--- src/rtl/reg_wb_arbiter.sv ---
// Register-file write-port arbiter: merges pipeline writeback with mul/div completions,
// buffering losing mul/div results in a small in-order FIFO and reporting pending writes to ID.
module reg_wb_arbiter #(
   parameter int DEPTH        = 2,
   parameter int STARVE_LIMIT = 4
) (
   input  logic        clk,
   input  logic        rst,
   input  logic        pipe_we,
   input  logic [4:0]  pipe_waddr,
   input  logic [31:0] pipe_wd,
   input  logic        md_valid,
   input  logic [4:0]  md_waddr,
   input  logic [31:0] md_wd,
   output logic        md_ready,
   output logic        drain_req,
   input  logic [4:0]  addr1,
   input  logic [4:0]  addr2,
   output logic        pend1,
   output logic        pend2,
   output logic        we,
   output logic [4:0]  waddr,
   output logic [31:0] wd
);
   localparam int AW = $clog2(DEPTH);
   localparam int CW = $clog2(STARVE_LIMIT + 1);

   // Handshake: an md result transfers on a cycle where md_valid && md_ready.
   logic [4:0]    fifo_addr [DEPTH];
   logic [31:0]   fifo_data [DEPTH];
   logic [AW:0]   wp, rp, count;
   logic [CW-1:0] starve_cnt;
   logic          empty, full;
   logic          pipe_eff, md_acc, md_eff;
   logic          sel_pipe, sel_head, sel_bypass, push;
   logic          hit1, hit2;

   assign empty = (wp == rp);
   assign full  = (wp[AW] != rp[AW]) && (wp[AW-1:0] == rp[AW-1:0]);
   assign count = wp - rp;

   assign md_ready  = !full && !rst;
   assign drain_req = (starve_cnt >= CW'(STARVE_LIMIT));

   assign pipe_eff   = pipe_we && (pipe_waddr != 5'd0);
   assign md_acc     = md_valid && md_ready;
   assign md_eff     = md_acc && (md_waddr != 5'd0);
   assign sel_pipe   = pipe_eff;
   assign sel_head   = !pipe_eff && !empty;
   assign sel_bypass = !pipe_eff && empty && md_eff;
   assign push       = md_eff && !sel_bypass;

   always_ff @(posedge clk) begin
      if (rst) begin
         wp         <= '0;
         rp         <= '0;
         starve_cnt <= '0;
         we         <= 1'b0;
         waddr      <= 5'd0;
         wd         <= 32'd0;
      end else begin
         we <= sel_pipe || sel_head || sel_bypass;
         if (sel_pipe) begin
            waddr <= pipe_waddr;
            wd    <= pipe_wd;
         end else if (sel_head) begin
            waddr <= fifo_addr[rp[AW-1:0]];
            wd    <= fifo_data[rp[AW-1:0]];
         end else if (sel_bypass) begin
            waddr <= md_waddr;
            wd    <= md_wd;
         end
         if (push)
            wp <= wp + 1'b1;
         if (sel_head)
            rp <= rp + 1'b1;
         // The head only loses when an effective pipe write is present.
         if (empty || !pipe_eff)
            starve_cnt <= '0;
         else if (starve_cnt < CW'(STARVE_LIMIT))
            starve_cnt <= starve_cnt + 1'b1;
      end
   end

   always_ff @(posedge clk) begin
      if (push) begin
         fifo_addr[wp[AW-1:0]] <= md_waddr;
         fifo_data[wp[AW-1:0]] <= md_wd;
      end
   end

   // An entry is live when its distance from the read pointer is below the occupancy.
   always_comb begin
      logic [AW-1:0] off;
      hit1 = 1'b0;
      hit2 = 1'b0;
      off  = '0;
      for (int i = 0; i < DEPTH; i++) begin
         off = AW'(i) - rp[AW-1:0];
         if ({1'b0, off} < count) begin
            if (fifo_addr[i] == addr1) hit1 = 1'b1;
            if (fifo_addr[i] == addr2) hit2 = 1'b1;
         end
      end
   end

   assign pend1 = (addr1 != 5'd0) && (hit1 || (we && (waddr == addr1)));
   assign pend2 = (addr2 != 5'd0) && (hit2 || (we && (waddr == addr2)));

endmodule

--- config.mk ---
export PLATFORM = sky130hd
export DESIGN_NAME = reg_wb_arbiter
export DESIGN_NICKNAME = d
export VERILOG_FILES = /design/src/rtl/reg_wb_arbiter.sv
export SDC_FILE = /design/constraint.sdc
export NUM_CORES = 1
export LEC_CHECK = 0
export CAP_MARGIN = 20
export CELL_PAD_IN_SITES_DETAIL_PLACEMENT = 0
export CELL_PAD_IN_SITES_GLOBAL_PLACEMENT = 1
export CORE_AREA = 2 2 137 112
export CTS_CLUSTER_SIZE = 40
export DETAILED_ROUTE_END_ITERATION = 10
export DIE_AREA = 0 0 139 114
export PLACE_DENSITY = 0.78
export SYNTH_ARGS = -nofsm -noshare
export SYNTH_HDL_FRONTEND = slang
export SYNTH_SLANG_ARGS = --single-unit
--- constraint.sdc ---
create_clock -name clk -period 4.4 [get_ports clk]
set_input_delay 1.1 -clock clk [delete_from_list [all_inputs] [get_ports clk]]
set_output_delay 1.1 -clock clk [all_outputs]
set_load 0.05 [all_outputs]
==> flow_summary_export.csv <==
group,metric,value,unit
worst_setup_path,critPathMaxFanout,4,
clock_tree,cts_hold_buf,0,
worst_setup_path,slowest_stage,"clkdlybuf4s50_1",
global_routing,grt_max_degree,76,
timing,timing.final.ws_setup,0.547,ns
pwr,swShare,31.2,%
cells_and_area,layout.cells.non_filler,797,
yosys,synth_seq_area_share,56.6,%
worst_setup_path,r2r-end,"fifo_data[0][3]",
pwr,pwr-share-clk,37.1,%
pwr,p_leak,2.47,nW
cells_and_area,final_util,51.6,%
timing,period_needed,3.85,ns
pwr,powerDensity,476,mW/mm^2
clock_tree,clk_pin_slew,0.05,ns
place,dpl_cell_area,0.00697,mm^2
die,io_pins,130,
clock_tree,numCtsBuffers,17,
cells_and_area,fillers,1289,
run,cap_violations,0,
clock_tree,ctsRootBufferMaster,"clkbuf_16",
clock_tree,cts.sinks,120,
die,die_height,114,um
cells_and_area,drive_gt1_share,12.2,%
cells_and_area,final_cell_area,0.00755,mm^2
worst_setup_path,cp-end-kind,"primary output",
die,initial_utilization,38.0,%
timing,fmax,0.260,GHz
die,dieArea,0.0158,mm^2
yosys,ys_warn_count,0,
die,row_count,40,
worst_setup_path,arrival,2.75,ns
min_path,min_from,"wd[2]",
timing,finalCritPeriodShare,87.6,%
cells_and_area,antennaDiodeCount,0,
timing,fin_skew,0.0101,ns
die,die_w,139,um
global_routing,grt_pass1_vias,4419,
yosys,syn_area_per_cell,11.8,um^2
pwr,p_switching,1.12,mW
detailed_routing,wl_per_cell,18.5,um
yosys,syn_inst,471,
clock_tree,insertion_delay,0.41,ns
place,dp_cells,765,
pwr,seq_power_share,37.9,%
global_routing,overflow,0,
yosys,syn_area,0.00555,mm^2
detailed_routing,drt-total-wl,14.8,mm
place,port_buffers,129,
outcome,status,"complete, no violations",
global_routing,antenna_found_initial,0,
clock_tree,h-tree-depth,4,
worst_setup_path,reg2reg_from,"rp[1]",
clock_tree,clockBufferDepth,2,
yosys,ys_types,39,
timing,worst_pin_slew,0.985,ns
cells_and_area,areaGrowthSynthToFinish,36.0,%
clock_tree,postCtsSetupRepairBufs,0,
worst_setup_path,criticalPathCategory,"input port to primary output",
detailed_routing,vias,4195,
timing,rsz0062_at_grt,"false",
global_routing,grt_pass1_wl,23.6,mm
clock_tree,cts_resized,0,
pwr,p_total,3.59,mW
timing,whs,0.485,ns
timing,fin_tns_setup,0,ns
worst_setup_path,worstPathCellList,"clkdlybuf4s50_1 -> xor2_1 -> nor4_1 -> a31oi_1 -> a21oi_1 -> buf_12",
detailed_routing,viasPerCell,5.26,
detailed_routing,drc,0,
timing,final_hold_viol_count,0,
detailed_routing,final_antenna_net_count,0,
place,pre_cts_slack,0.579,ns
pwr,vdd_ir_drop_max,0.310,mV
timing,finalMaxSlewViolations,0,
worst_setup_path,cp.required,3.30,ns
place,gp_congestion,0.773,
min_path,hold_path_end,"wd[2]",
timing,slew_headroom,34.4,%
yosys,synth_seq_cells,120,
global_routing,grt_usage,19.2,%
place,post-dp-hpwl,9.70,mm
cells_and_area,final_nets,688,
yosys,synthesis.nets,564,
worst_setup_path,start_kind,"input port",
min_path,hold_class,"register to register",
pwr,power_frac_comb,25.0,%
die,coreArea,0.0146,mm^2
min_path,holdPathStages,2,
clock_tree,cts_tree,"built",
worst_setup_path,max_stage_delay,0.53,ns
worst_setup_path,rrSetupSlack,1.91,ns
pwr,p_int,2.47,mW
detailed_routing,drt_iter0_markers,336,
detailed_routing,dr.pass1.iters,4,
timing,finalSetupViolCount,0,
worst_setup_path,ff2ff_path_depth,4,
## critical path: cells and delay by family
kind | cells | cell delay [ns]
AND/OR/NAND/NOR | 1 | 0.36
AO/OA/AOI/OAI | 2 | 0.39
buffers and inverters | 2 | 0.71
XOR/XNOR | 1 | 0.19
## flip-flops by register name, indices dropped and copies added, names as in the netlist, named ones only
signal / cells
fifo_addr: 10
fifo_data: 64
rp: 2
starve_cnt: 3
waddr: 5
wd: 32
we: 1
wp: 2
## logic make-up (layout without fill, tap and decap cells)
logic type	after synthesis	in the layout	synth area share, %
XOR/XNOR	36	36	5.68
AND/OR/NAND/NOR	145	145	11.9
adder cells (fa/ha/maj)	5	5	1.13
buffers and inverters	39	176	4.06
flip-flops	120	120	56.6
multiplexers	38	38	6.85
AO/OA/AOI/OAI	88	88	13.8
## power by group through the flow
stage | clock (mW) | combinational (mW) | sequential [mW]
final | 1.33 | 0.899 | 1.36
after global routing | 1.40 | 0.965 | 1.37
after CTS | 1.35 | 0.908 | 1.36
after detailed placement | 0 | 0.904 | 1.38
after global placement | 0 | 0.893 | 1.38
after floorplan | 0 | 0.406 | 1.56
## layout make-up
type | count | area [um^2] | area share [%]
flip-flops and latches | 120 | 3140 | 41.7
multi-input cells | 312 | 2200 | 29.1
repair buffers | 138 | 1370 | 18.2
clock buffers | 19 | 443 | 5.87
well taps | 189 | 236 | 3.13
clock inverters | 13 | 129 | 1.71
inverters | 6 | 22.5 | 0.298
## worst max-delay path by stage
stage	start	to	cells after the start
floorplan	addr1[0]	pend1	4
global placement	addr2[1]	pend2	6
detailed placement	addr1[3]	pend1	6
CTS	addr1[3]	pend1	6
global route	addr2[0]	pend2	6
finish	addr2[0]	pend2	6
## synthesized netlist by cell type, drive strengths merged
cell type,instances,share of area [%]
a21oi,5,0.45
or4,4,0.68
xor2,14,2.2
edfxtp,74,40
a31oi,2,0.23
ha,5,1.1
or3,2,0.23
o211ai,5,0.68
buf,22,2.9
dfxtp,46,17
nor4,6,0.68
a221oi,1,0.27
nor3b,1,0.14
clkbuf,11,0.77
a2111oi,1,0.16
nor2b,1,0.11
nand2,74,5.0
a211oi,1,0.23
nor2,14,0.95
inv,6,0.41
and2,3,0.34
a311oi,35,7.8
a22oi,2,0.27
nand4,4,0.45
o21ai,35,3.6
xnor2,22,3.5
mux2i,38,6.9
nor3,2,0.18
nand3,34,3.2
o21a,1,0.14
## placed cells by master (no fill, tap or decap), drive strengths merged, types with 5 or more instances in the layout
cell type and n:
o21ai 35, clkinv 7, nand2 74, xnor2 22, edfxtp 74, a21oi 5, nor2 14, nand3 34
ha 5, o211ai 5, a311oi 35, xor2 14, clkdlybuf4s50 126, clkbuf 19, buf 12, inv 7
mux2i 38, dfxtp 46, nor4 6
## per-layer routing
layer  wire, um  global-route usage (%)
met3        936                    4.74
met5          0                       0
met2       6830                    30.1
met4        123                    5.79
met1       6870                    26.6
No activity file was read; power rests on OpenSTA's default activity.
==> edit 1 (same settings) <==
Set the parameter `DEPTH` to 4 (it was 2).
--- a/src/rtl/reg_wb_arbiter.sv
+++ b/src/rtl/reg_wb_arbiter.sv
@@ -3,3 +3,3 @@
 module reg_wb_arbiter #(
-   parameter int DEPTH        = 2,
+   parameter int DEPTH        = 4,
    parameter int STARVE_LIMIT = 4
Function: changed (a bounded check fails within 4 cycles, from zero or initial values and one cycle with rst high).
==> edit 1 against the unedited design <==
Worst setup slack lost 0.39 ns; critical endpoint is now pend1; wire length grew 30%; sequential cell count grew 77; highest routed layer unchanged; synthesized area grew 56%; largest power group unchanged; design area grew 42%; total power grew 40%; fmax shrank 9.3%.
==> edit 1: results (changes against the unedited design) <==
metric,value,unit,change
Placed Area,10070,um2,+44%
met3 routed WL,1336,um,+43%
GR Util met1,0.3584,,+0.09273
flip-flop and latch area,5428,um2,+73%
Cell variety after synth,41,,+5.1%
worst skew pair latency,0.44,ns,+0.03 ns
Post-synth EDFFs,148,,+100%
multi-input logic area,2993,um2,+36%
hold slack,0.4857,ns,+0.001063 ns
Clock-cell share,0.05826,,-0.01752
status,"finished, final reports clean",,
vias in the first global route,5531,,+25%
Worst Reg-to-Reg Cells,6,,+2
nets,825,,+20%
Tmin final,4.248,ns,+0.3949 ns
FILL cells,956,,-26%
drt via density,5.892,,+12%
Int Pwr,3.396,mW,+37%
GRT Overall Usage,0.2530,,+0.06110
layout cells sized above 1,0.1293,,+0.007541
Non-Clock Buffer Area Fraction,0.1285,,-0.05361
crit start category,flop,,
inverter count,11,,+5
commonest cells in the netlist,"148 x edfxtp_1, 73 x nand2_1, 49 x dfxtp_1",,
DR iter-0 viols,403,,+20%
crit path max-delay cell type,dfxtp_1,,
Reg2Reg Capture Point,fifo_data[0][26],,
number of flip-flops in the largest register,128,,+100%
multi-input gates,359,,+15%
clock skew,0.01216,ns,+0.002055 ns
first-pass GRT wire length,30180,um,+28%
clock power share,0.312,,-0.059
Seq Cell Count,197,,+64%
sequential fraction of the synthesis area,0.6267,,+0.06040
multi-input combinational area share,0.2798,,-0.01133
dpl hpwl,12150,um,+25%
-- edit 1: changes by cell type after synthesis, moves of 13 or more --
cell | unedited run | this run
clkbuf_1 | 10 | 23
edfxtp_1 | 74 | 148
nand3_1 | 33 | 6
a311oi_2 | 20 | 0
a31oi_1 | 2 | 35
a311oi_1 | 15 | 2
a22o_1 | 0 | 35
o21ai_0 | 26 | 4
xor2_1 | 14 | 33
mux4_2 | 0 | 37
nor2_1 | 14 | 46
mux2i_1 | 38 | 2
-- edit 1: cells by family after synthesis --
| kind of cell | share of synthesized area |
|---|---|
| compound gates | 0.07920 |
| flops | 0.6267 |
| fa+ha+maj | 0.02255 |
| mux | 0.09857 |
| buf+inv | 0.03122 |
| simple gates | 0.08238 |
| xor+xnor | 0.05940 |
-- edit 1: through the flow --
step                      cells  total power [mW]  worst slack [ns]
after global routing        924             5.219          0.001218
after floorplan             612             3.064            0.8353
after CTS                   924             5.052           0.06568
after global placement      892             3.470            0.4730
after detailed placement    892             3.491            0.4620
final                       924             5.023            0.1517
==> edit 2 (same settings) <==
Without the edit above. Reset style: asynchronous (`rst`), changed in one clocked block.
--- a/src/rtl/reg_wb_arbiter.sv
+++ b/src/rtl/reg_wb_arbiter.sv
@@ -52,3 +52,3 @@
 
-   always_ff @(posedge clk) begin
+   always_ff @(posedge clk or posedge rst) begin
       if (rst) begin
Function: differs if rst is asserted again (counterexample within 4 cycles, from zero or initial values and one cycle with rst high); with rst held inactive, the same outputs for 4 cycles.
==> edit 2 against the unedited design <==
Count of clock-buffer cells in the layout increased by 6; via count fell by 0.14%; synthesized cell count fell by 0.64%; design area up 0.91%; synthesized area grew 0.52%; critical endpoint is now md_ready; utilization grew 0.47 points; worst setup slack better by 0.029 ns; cell count up 0.13%; non-clock buffer count rose by 2; wire length is 2.4% lower; global-route usage shrank 0.45 points; fmax grew 0.77%; sequential cell count down 1.
Power is not compared: it rests on default switching activity, and its combinational part moved more than twofold at a synthesized area within 25%.
==> edit 2: results (changes against the unedited design) <==
metric,value,unit,change
top fanout value on the critical path,3,,-1
"Async S/R FF share, synth",0.3782,,+0.3782
met2 Use GR,0.3057,,+0.004926
Inst Count DP,767,,+0.26%
met3 routed WL,746,um,-20%
Cell variety after synth,48,,+23%
vias in the first global route,4432,,+0.29%
commonest cells in the netlist,"74 x edfxtp_1, 69 x nand2_1, 53 x a21oi_1",,
dpl hpwl,9335,um,-3.7%
clock skew,0.01007,ns,-0.00004100 ns
GR Util met1,0.2422,,-0.02347
actual slew at the worst max-slew pin,0.8480,ns,-0.1367 ns
layout cells sized above 1,0.1117,,-0.01005
combinational power,2.49,mW,
Finished Core Util,0.5211,,+0.004709
Clock transition at path regs,0.05,ns,about the same
WL per Instance,18.05,um,-2.5%
drt pass-1 iters,5,,+1
met3 track demand over resource,0.04576,,-0.001679
sequential fraction of the synthesis area,0.6001,,+0.03386
first-pass GRT wire length,22890,um,-2.9%
WP data arrival,2.72,ns,-0.03 ns
crit path max-delay cell type,clkdlybuf4s50_1,,
ranking of synthesized cells by area,"edfxtp_1 40%, dfrtp_1 20%, mux2i_1 6.3%",,
top sig layer,met4,,
CP peak stage delay,0.86,ns,+0.33 ns
nets,691,,+0.44%
Placed Area,7077,um2,+1.5%
status,"finished, final reports clean",,
Syn Nets,561,,-0.53%
via count,4189,,-0.14%
FILL cells,1262,,-2.1%
Layout Cells excl Fill,798,,+0.13%
DR iter-0 viols,225,,-33%
pre-CTS WS,0.5746,ns,-0.004549 ns
Pwr Density,713.4,nW/um2,
Synth Instances,468,,-0.64%
RePlAce Congestion,0.8203,,+6.1%
pin count of the biggest net entering global routing,67,,-12%
wire length on met2,6810,um,-0.23%
GRT Overall Usage,0.1874,,-0.004528
final setup TNS,0,ns,unchanged
WL met1,6694,um,-2.6%
-- edit 2: cell type report --
type                    instances  share of cell area
flip-flops and latches        119              0.4399
multi-input cells             310              0.2698
repair buffers                140              0.1863
clock buffers                  25             0.06112
well taps                     189             0.03105
clock inverters                 5            0.006901
inverters                      10            0.004929
-- edit 2: logic make-up (layout without fill, tap and decap cells) --
group,Yosys count,count (layout),share of synthesized area
xor+xnor,32,32,0.05024
simple gates,102,102,0.08231
buf+inv,39,180,0.03633
mux,37,37,0.06683
fa+ha+maj,5,5,0.01121
compound gates,134,134,0.1530
flops,119,119,0.6001
-- edit 2: path summary, 6_finish.rpt --
kind | from | end | cells past startpoint | slack, ns
max | rst | md_ready | 3 | 0.58
min | rp[1] | rp[1] | 1 | 0.53
max reg2reg | wp[0] | fifo_data[0][20] | 6 | 1.78
min reg2reg | rp[1] | rp[1] | 1 | 0.53
max in group asynchronous | rst | rp[0] | 3 | 2.80
min in group asynchronous | rst | waddr[1] | 2 | 1.08
